### src/rtl/sdffe_shreg_pkg.sv
// ----------------------------------------------------------------------------
// Package: sdffe_pkg
// Purpose: shared types and helpers for the sdffe_shreg register chain.
//   shreg_mode_t : per-cycle operation decoded once by the top and fanned out
//                  to every stage.
//   cnt_width()  : width of the occupancy counter able to hold 0..DEPTH.
// Optional feature macro used by the chain: SDFFE_SHREG_ROTATE_EN.
// ----------------------------------------------------------------------------
package sdffe_pkg;

    typedef enum logic [1:0] {
        MODE_HOLD  = 2'd0,
        MODE_LOAD  = 2'd1,
        MODE_SHIFT = 2'd2,
        MODE_ROT   = 2'd3
    } shreg_mode_t;

    // Counter must represent DEPTH itself, hence DEPTH+1 codes.
    function automatic int cnt_width(input int depth);
        return $clog2(depth + 1);
    endfunction

endpackage

### src/rtl/sdffe_shreg_stage.sv
// ----------------------------------------------------------------------------
// Module: sdffe_stage
// Purpose: one WIDTH-bit stage of the shift chain plus its valid bit.
// Ports:
//   CLK      in  clock, rising edge
//   n_RES    in  synchronous reset, active low
//   mode     in  operation decoded by the top for this cycle
//   par_d    in  parallel-load data for this stage
//   prev_d   in  data from the upstream stage (or serial/rotate source)
//   prev_vld in  valid bit accompanying prev_d
//   q        out registered stage data
//   vld      out registered stage valid bit
// ----------------------------------------------------------------------------
module sdffe_stage
    import sdffe_pkg::*;
#(
    parameter int              WIDTH     = 1,
    parameter logic [WIDTH-1:0] RESET_VAL = {WIDTH{1'b0}}
) (
    input  logic             CLK,
    input  logic             n_RES,
    input  shreg_mode_t      mode,
    input  logic [WIDTH-1:0] par_d,
    input  logic [WIDTH-1:0] prev_d,
    input  logic             prev_vld,
    output logic [WIDTH-1:0] q,
    output logic             vld
);

    logic [WIDTH-1:0] r_q;
    logic             r_vld;

    // Stage data/valid update: reset, then the mode chosen by the top.
    always_ff @(posedge CLK) begin
        if (!n_RES) begin
            r_q   <= RESET_VAL;
            r_vld <= 1'b0;
        end else begin
            case (mode)
                MODE_LOAD: begin
                    r_q   <= par_d;
                    r_vld <= 1'b1;
                end
                MODE_SHIFT, MODE_ROT: begin
                    r_q   <= prev_d;
                    r_vld <= prev_vld;
                end
                default: begin
                    r_q   <= r_q;
                    r_vld <= r_vld;
                end
            endcase
        end
    end

    assign q   = r_q;
    assign vld = r_vld;

endmodule

### src/rtl/sdffe_shreg.sv
// ----------------------------------------------------------------------------
// Module: sdffe_shreg
// Purpose: WIDTH x DEPTH register chain with keep/enable gating, parallel
//   load, serial shift, per-stage valid tracking and an occupancy count.
// Optional feature: define SDFFE_SHREG_ROTATE_EN to add the rot input, which
//   recirculates stage DEPTH-1 into stage 0 with the count unchanged.
// Ports:
//   CLK       in  clock, rising edge
//   n_RES     in  synchronous reset, active low (beats keep/enable)
//   phi_keep  in  1: hold everything
//   en        in  0: hold everything
//   load      in  parallel load, beats rotate and shift
//   rot       in  (rotate builds only) rotate instead of shift
//   d_par     in  parallel data, stage i = d_par[i*WIDTH +: WIDTH]
//   d_ser     in  serial data into stage 0
//   ser_vld   in  d_ser is valid
//   q_par     out all stages, same packing as d_par
//   q_ser     out stage DEPTH-1
//   nq_ser    out ~q_ser
//   q_vld     out valid bit of stage DEPTH-1
//   cnt       out number of valid stages
//   empty     out cnt == 0
//   full      out cnt == DEPTH
// ----------------------------------------------------------------------------
module sdffe_shreg
    import sdffe_pkg::*;
#(
    parameter int               WIDTH     = 1,
    parameter int               DEPTH     = 8,
    parameter logic [WIDTH-1:0] RESET_VAL = {WIDTH{1'b0}}
) (
    input  logic                          CLK,
    input  logic                          n_RES,
    input  logic                          phi_keep,
    input  logic                          en,
    input  logic                          load,
`ifdef SDFFE_SHREG_ROTATE_EN
    input  logic                          rot,
`endif
    input  logic [WIDTH*DEPTH-1:0]        d_par,
    input  logic [WIDTH-1:0]              d_ser,
    input  logic                          ser_vld,
    output logic [WIDTH*DEPTH-1:0]        q_par,
    output logic [WIDTH-1:0]              q_ser,
    output logic [WIDTH-1:0]              nq_ser,
    output logic                          q_vld,
    output logic [cnt_width(DEPTH)-1:0]   cnt,
    output logic                          empty,
    output logic                          full
);

    localparam int CW = cnt_width(DEPTH);

    shreg_mode_t      w_mode;
    logic [WIDTH-1:0] w_stage_q [DEPTH];
    logic [DEPTH-1:0] w_vld;
    logic [WIDTH-1:0] w_head_d;
    logic             w_head_vld;
    logic [CW-1:0]    w_cnt_nxt;
    logic [CW-1:0]    r_cnt;
    logic             r_empty;
    logic             r_full;

    // Operation decode; reset is handled inside each register.
    always_comb begin
        if (phi_keep || !en) begin
            w_mode = MODE_HOLD;
        end else if (load) begin
            w_mode = MODE_LOAD;
`ifdef SDFFE_SHREG_ROTATE_EN
        end else if (rot) begin
            w_mode = MODE_ROT;
`endif
        end else begin
            w_mode = MODE_SHIFT;
        end
    end

    // Stage-0 source: the serial input, or the tail stage when rotating.
    always_comb begin
        if (w_mode == MODE_ROT) begin
            w_head_d   = w_stage_q[DEPTH-1];
            w_head_vld = w_vld[DEPTH-1];
        end else begin
            w_head_d   = d_ser;
            w_head_vld = ser_vld;
        end
    end

    genvar gi;
    generate
        for (gi = 0; gi < DEPTH; gi++) begin : g_stage
            logic [WIDTH-1:0] w_prev_d;
            logic             w_prev_vld;
            if (gi == 0) begin : g_head
                assign w_prev_d   = w_head_d;
                assign w_prev_vld = w_head_vld;
            end else begin : g_body
                assign w_prev_d   = w_stage_q[gi-1];
                assign w_prev_vld = w_vld[gi-1];
            end

            sdffe_stage #(
                .WIDTH     (WIDTH),
                .RESET_VAL (RESET_VAL)
            ) u_stage (
                .CLK      (CLK),
                .n_RES    (n_RES),
                .mode     (w_mode),
                .par_d    (d_par[gi*WIDTH +: WIDTH]),
                .prev_d   (w_prev_d),
                .prev_vld (w_prev_vld),
                .q        (w_stage_q[gi]),
                .vld      (w_vld[gi])
            );

            assign q_par[gi*WIDTH +: WIDTH] = w_stage_q[gi];
        end
    endgenerate

    // Next occupancy: one valid in at the head, one out at the tail on a
    // shift, so the count can never leave 0..DEPTH. Rotate keeps it.
    always_comb begin
        w_cnt_nxt = r_cnt;
        case (w_mode)
            MODE_LOAD:  w_cnt_nxt = CW'(DEPTH);
            MODE_SHIFT: w_cnt_nxt = r_cnt + CW'(ser_vld) - CW'(w_vld[DEPTH-1]);
            default:    w_cnt_nxt = r_cnt;
        endcase
    end

    // Occupancy count and its flags, registered together so they agree.
    always_ff @(posedge CLK) begin
        if (!n_RES) begin
            r_cnt   <= {CW{1'b0}};
            r_empty <= 1'b1;
            r_full  <= 1'b0;
        end else begin
            r_cnt   <= w_cnt_nxt;
            r_empty <= (w_cnt_nxt == {CW{1'b0}});
            r_full  <= (w_cnt_nxt == CW'(DEPTH));
        end
    end

    assign q_ser  = w_stage_q[DEPTH-1];
    assign nq_ser = ~w_stage_q[DEPTH-1];
    assign q_vld  = w_vld[DEPTH-1];
    assign cnt    = r_cnt;
    assign empty  = r_empty;
    assign full   = r_full;

endmodule

### config.mk
export PLATFORM = sky130hd
export DESIGN_NAME = sdffe_shreg
export DESIGN_NICKNAME = d
export VERILOG_FILES = /design/src/rtl/sdffe_shreg_pkg.sv /design/src/rtl/sdffe_shreg_stage.sv /design/src/rtl/sdffe_shreg.sv
export SDC_FILE = /design/constraint.sdc
export NUM_CORES = 1
export LEC_CHECK = 0
export BUFFER_PORTS_ARGS = -buffer_cell sky130_fd_sc_hd__buf_2
export CORE_ASPECT_RATIO = 1.4
export CORE_MARGIN = 3
export CORE_UTILIZATION = 45
export CTS_CLUSTER_SIZE = 12
export DETAILED_ROUTE_END_ITERATION = 7
export PLACE_DENSITY_LB_ADDON = 0.3
export REMOVE_ABC_BUFFERS = 1
export SLEW_MARGIN = 25
export SYNTH_ARGS = -nofsm -noshare
export SYNTH_HDL_FRONTEND = slang
export SYNTH_HIERARCHICAL = 1
export SYNTH_SLANG_ARGS = --single-unit
### constraint.sdc
create_clock -name CLK -period 3.9 [get_ports CLK]
set_input_delay 0.78 -clock CLK [delete_from_list [all_inputs] [get_ports CLK]]
set_output_delay 0.78 -clock CLK [all_outputs]
set_load 0.05 [all_outputs]
==> impl_metrics.toml <==
[grt]
grt_pass1_wl_mm = 3.64
grt_pass1_vias = 850
antenna_found_initial = 0
grt_start_max_net_pins = 34
grt_util_all_layers_pct = 14.3
gr-total-overflow = 0

[timing]
finalCritPeriodShare_pct = 56.1
max_freq_mhz = 457
hold_viol = 0
tightest_slew_ns = 0.692
relSlewSlack_pct = 53.9
finalSetupViolations = 0
rsz0062_at_grt = "false"
worst_slack_ns = 1.71
fin_skew_ns = 0.00158
slew_viol_final = 0
fin_setup_tns_ns = 0
holdWs_ns = 0.532
period_minus_slack_ns = 2.19

[cells_and_area]
fillers = 238
num-nets-final = 159
syn_to_final_growth_pct = 17.0
final_cell_area_sq_um = 1350
multiInputGateArea_sq_um = 628
regArea_sq_um = 440
diodes = 0
drive_gt1_share_pct = 35.5

[placement]
placed_cell_area_sq_um = 1300
pre_cts_ws_ns = 1.42
io_buffers = 31
dp_hpwl_mm = 1.52
place_congestion = 0.842

[cts]
clk_latency_ns = 0.31
cts_tree = "done"
cts_buffers = 3
cts-root-buf = "clkbuf_4"
clockBufferDepth = 2
cts_resized = 0
htree_levels = 1
clock_sinks = 22
cts_setup_buffers = 0
clk_pin_slew_ns = 0.12
hold_buffers = 0

[setup_path]
crit_path_start = "cnt[0]"
path_class = "flop to flop"
reg2reg_depth = 9
r2r_slack_ns = 1.71
startpoint_type = "flop"
timing.critical_path.to = "empty"
cp_max_fo = 3
rr_startpoint = "cnt[0]"
cp_data_arrival_time_ns = 2.40
crit_path_end_kind = "flop"
reg2reg_to = "empty"
cp.required_ns = 4.11

[floorplanning]
rows = 21
start_util_pct = 47.8
ioPinCount = 32
die-area_sq_um = 3220
fp.dieH_um = 66.0
chipWidth_um = 48.8
core_sq_um = 2420

[hold_path]
hold_class = "flop to flop"

[route]
drt_first_pass_iters = 4
drc = 0
ant_nets = 0
finalWirelength_mm = 2.14
viasPerCell = 5.33
drt_iter0_markers = 29
wire_per_inst_um = 12.5
num_vias = 916

[synthesis]
synth_cells = 112
synth_adder_area_share_pct = 6.06
synth_xor_area_share_pct = 0.758
synth_area_sq_um = 1160
synth.top_cell.area_share_pct = 38.1
synthDistinctLibCells = 30
synth-seq-cells = 22
ys_seq_area_share_pct = 38.1
muxShareOfSynthArea_pct = 7.79
yosysTopAreaCell = "dfxtp_1"
synth_warnings = 6
synth-simple-area-share_pct = 19.0
synth-compound-area-share_pct = 20.1
synth.top_cells.by_area = "dfxtp_1, nand2b_1, mux2_1"
synth_top_family_by_area = "compound AO/OA/AOI/OAI gates"
synth.avg_cell_area_sq_um = 10.3

[flow_run]
max_cap_violations = 0

[pwr]
finalPower_uw = 542
ir_worst_vdd_mv = 0.184
p_leak_nw = 0.677
powerDensity_nw_per_um2 = 401

[outcome]
status = "complete, no violations"
[cell usage after synthesis]
library cell	number
nand3_1	2
a21o_1	1
a21boi_2	1
o211a_1	8
nor2b_1	1
nor3_1	1
or3_1	1
dfxtp_1	22
nor3b_2	1
nand4b_1	1
a22oi_1	1
o311a_2	8
inv_2	1
ha_1	4
or3_4	1
a21oi_1	4
nor2_1	4
xor2_1	1
inv_1	6
mux2_1	8
nor4bb_1	2
and3_1	1
fa_1	1
o32a_2	1
and2_1	1
buf_4	8
o21ai_0	1
nor4_1	1
clkbuf_1	2
nand2b_1	17
[critical path, stage by stage (launching register included)]
cell and delay [ns]:
dfxtp_1 0.39, inv_1 0.05, ha_1 0.27, inv_1 0.04, ha_1 0.20, fa_1 0.48, nor4bb_1 0.22, a21oi_1 0.11
and3_1 0.16, o32a_2 0.18
[layer usage]
metal | track usage (%) | share of wire (%) | routed length, um
met1 | 16.0 | 44 | 933
met2 | 26.2 | 50 | 1070
met3 | 2.26 | 4.7 | 101
met4 | 6.41 | 1.7 | 36
met5 | 0 | 0 | 0
[logic make-up (layout without fill, tap and decap cells)]
family / after synthesis / in the layout
AOI/OAI and AO/OA: 25 / 25
xor gates and xnor gates: 1 / 1
adders and majority gates: 5 / 5
buffers and inverters: 17 / 43
DFF: 22 / 22
muxes: 8 / 8
and+or+nand+nor: 34 / 34
[metrics by stage]
stage,util (%),cells
floorplan,-,102
global placement,53.8,168
detailed placement,53.8,168
CTS,56.0,172
global route,56.0,172
finish,56.0,172
[cells in the final DEF, fill, tap and decap left out, drive strengths merged, types with 4 or more instances in the layout]
cell type,n
nor2,4
ha,4
inv,7
o311a,8
buf,32
o211a,8
mux2,8
a21oi,4
dfxtp,22
nand2b,17
[sequential cells by signal (all words and copies together) (netlist names)]
name and cells:
g_stage.u_stage/q 8, g_stage.u_stage/vld 8, cnt 4, empty 1
full 1
[final cells by class]
type	count	area share (%)
clock inverters	1	2.22
repair buffers	32	12.0
clock buffers	3	1.67
inverters	7	1.94
multi-input cells	73	46.4
well taps	34	3.15
flip-flops and latches	22	32.6
[worst min path at each step]
stage | slack [ns] | endpoint | startpoint | cells past startpoint
detailed placement | 0.50 | g_stage[2].u_stage/vld | g_stage[2].u_stage/vld | 1
global placement | 0.50 | g_stage[6].u_stage/vld | g_stage[6].u_stage/vld | 1
finish | 0.53 | g_stage[1].u_stage/vld | g_stage[1].u_stage/vld | 1
CTS | 0.53 | g_stage[2].u_stage/vld | g_stage[2].u_stage/vld | 1
floorplan | 0.49 | g_stage[0].u_stage/vld | g_stage[0].u_stage/vld | 1
global route | 0.55 | g_stage[2].u_stage/vld | g_stage[2].u_stage/vld | 1
[where the power goes]
part | switching [mW] | internal (mW)
Clock | 0.0697 | 0.104
Sequential | 0.00841 | 0.240
Combinational | 0.0748 | 0.0448
Total | 0.153 | 0.389
(Power assumes the default switching activity.)
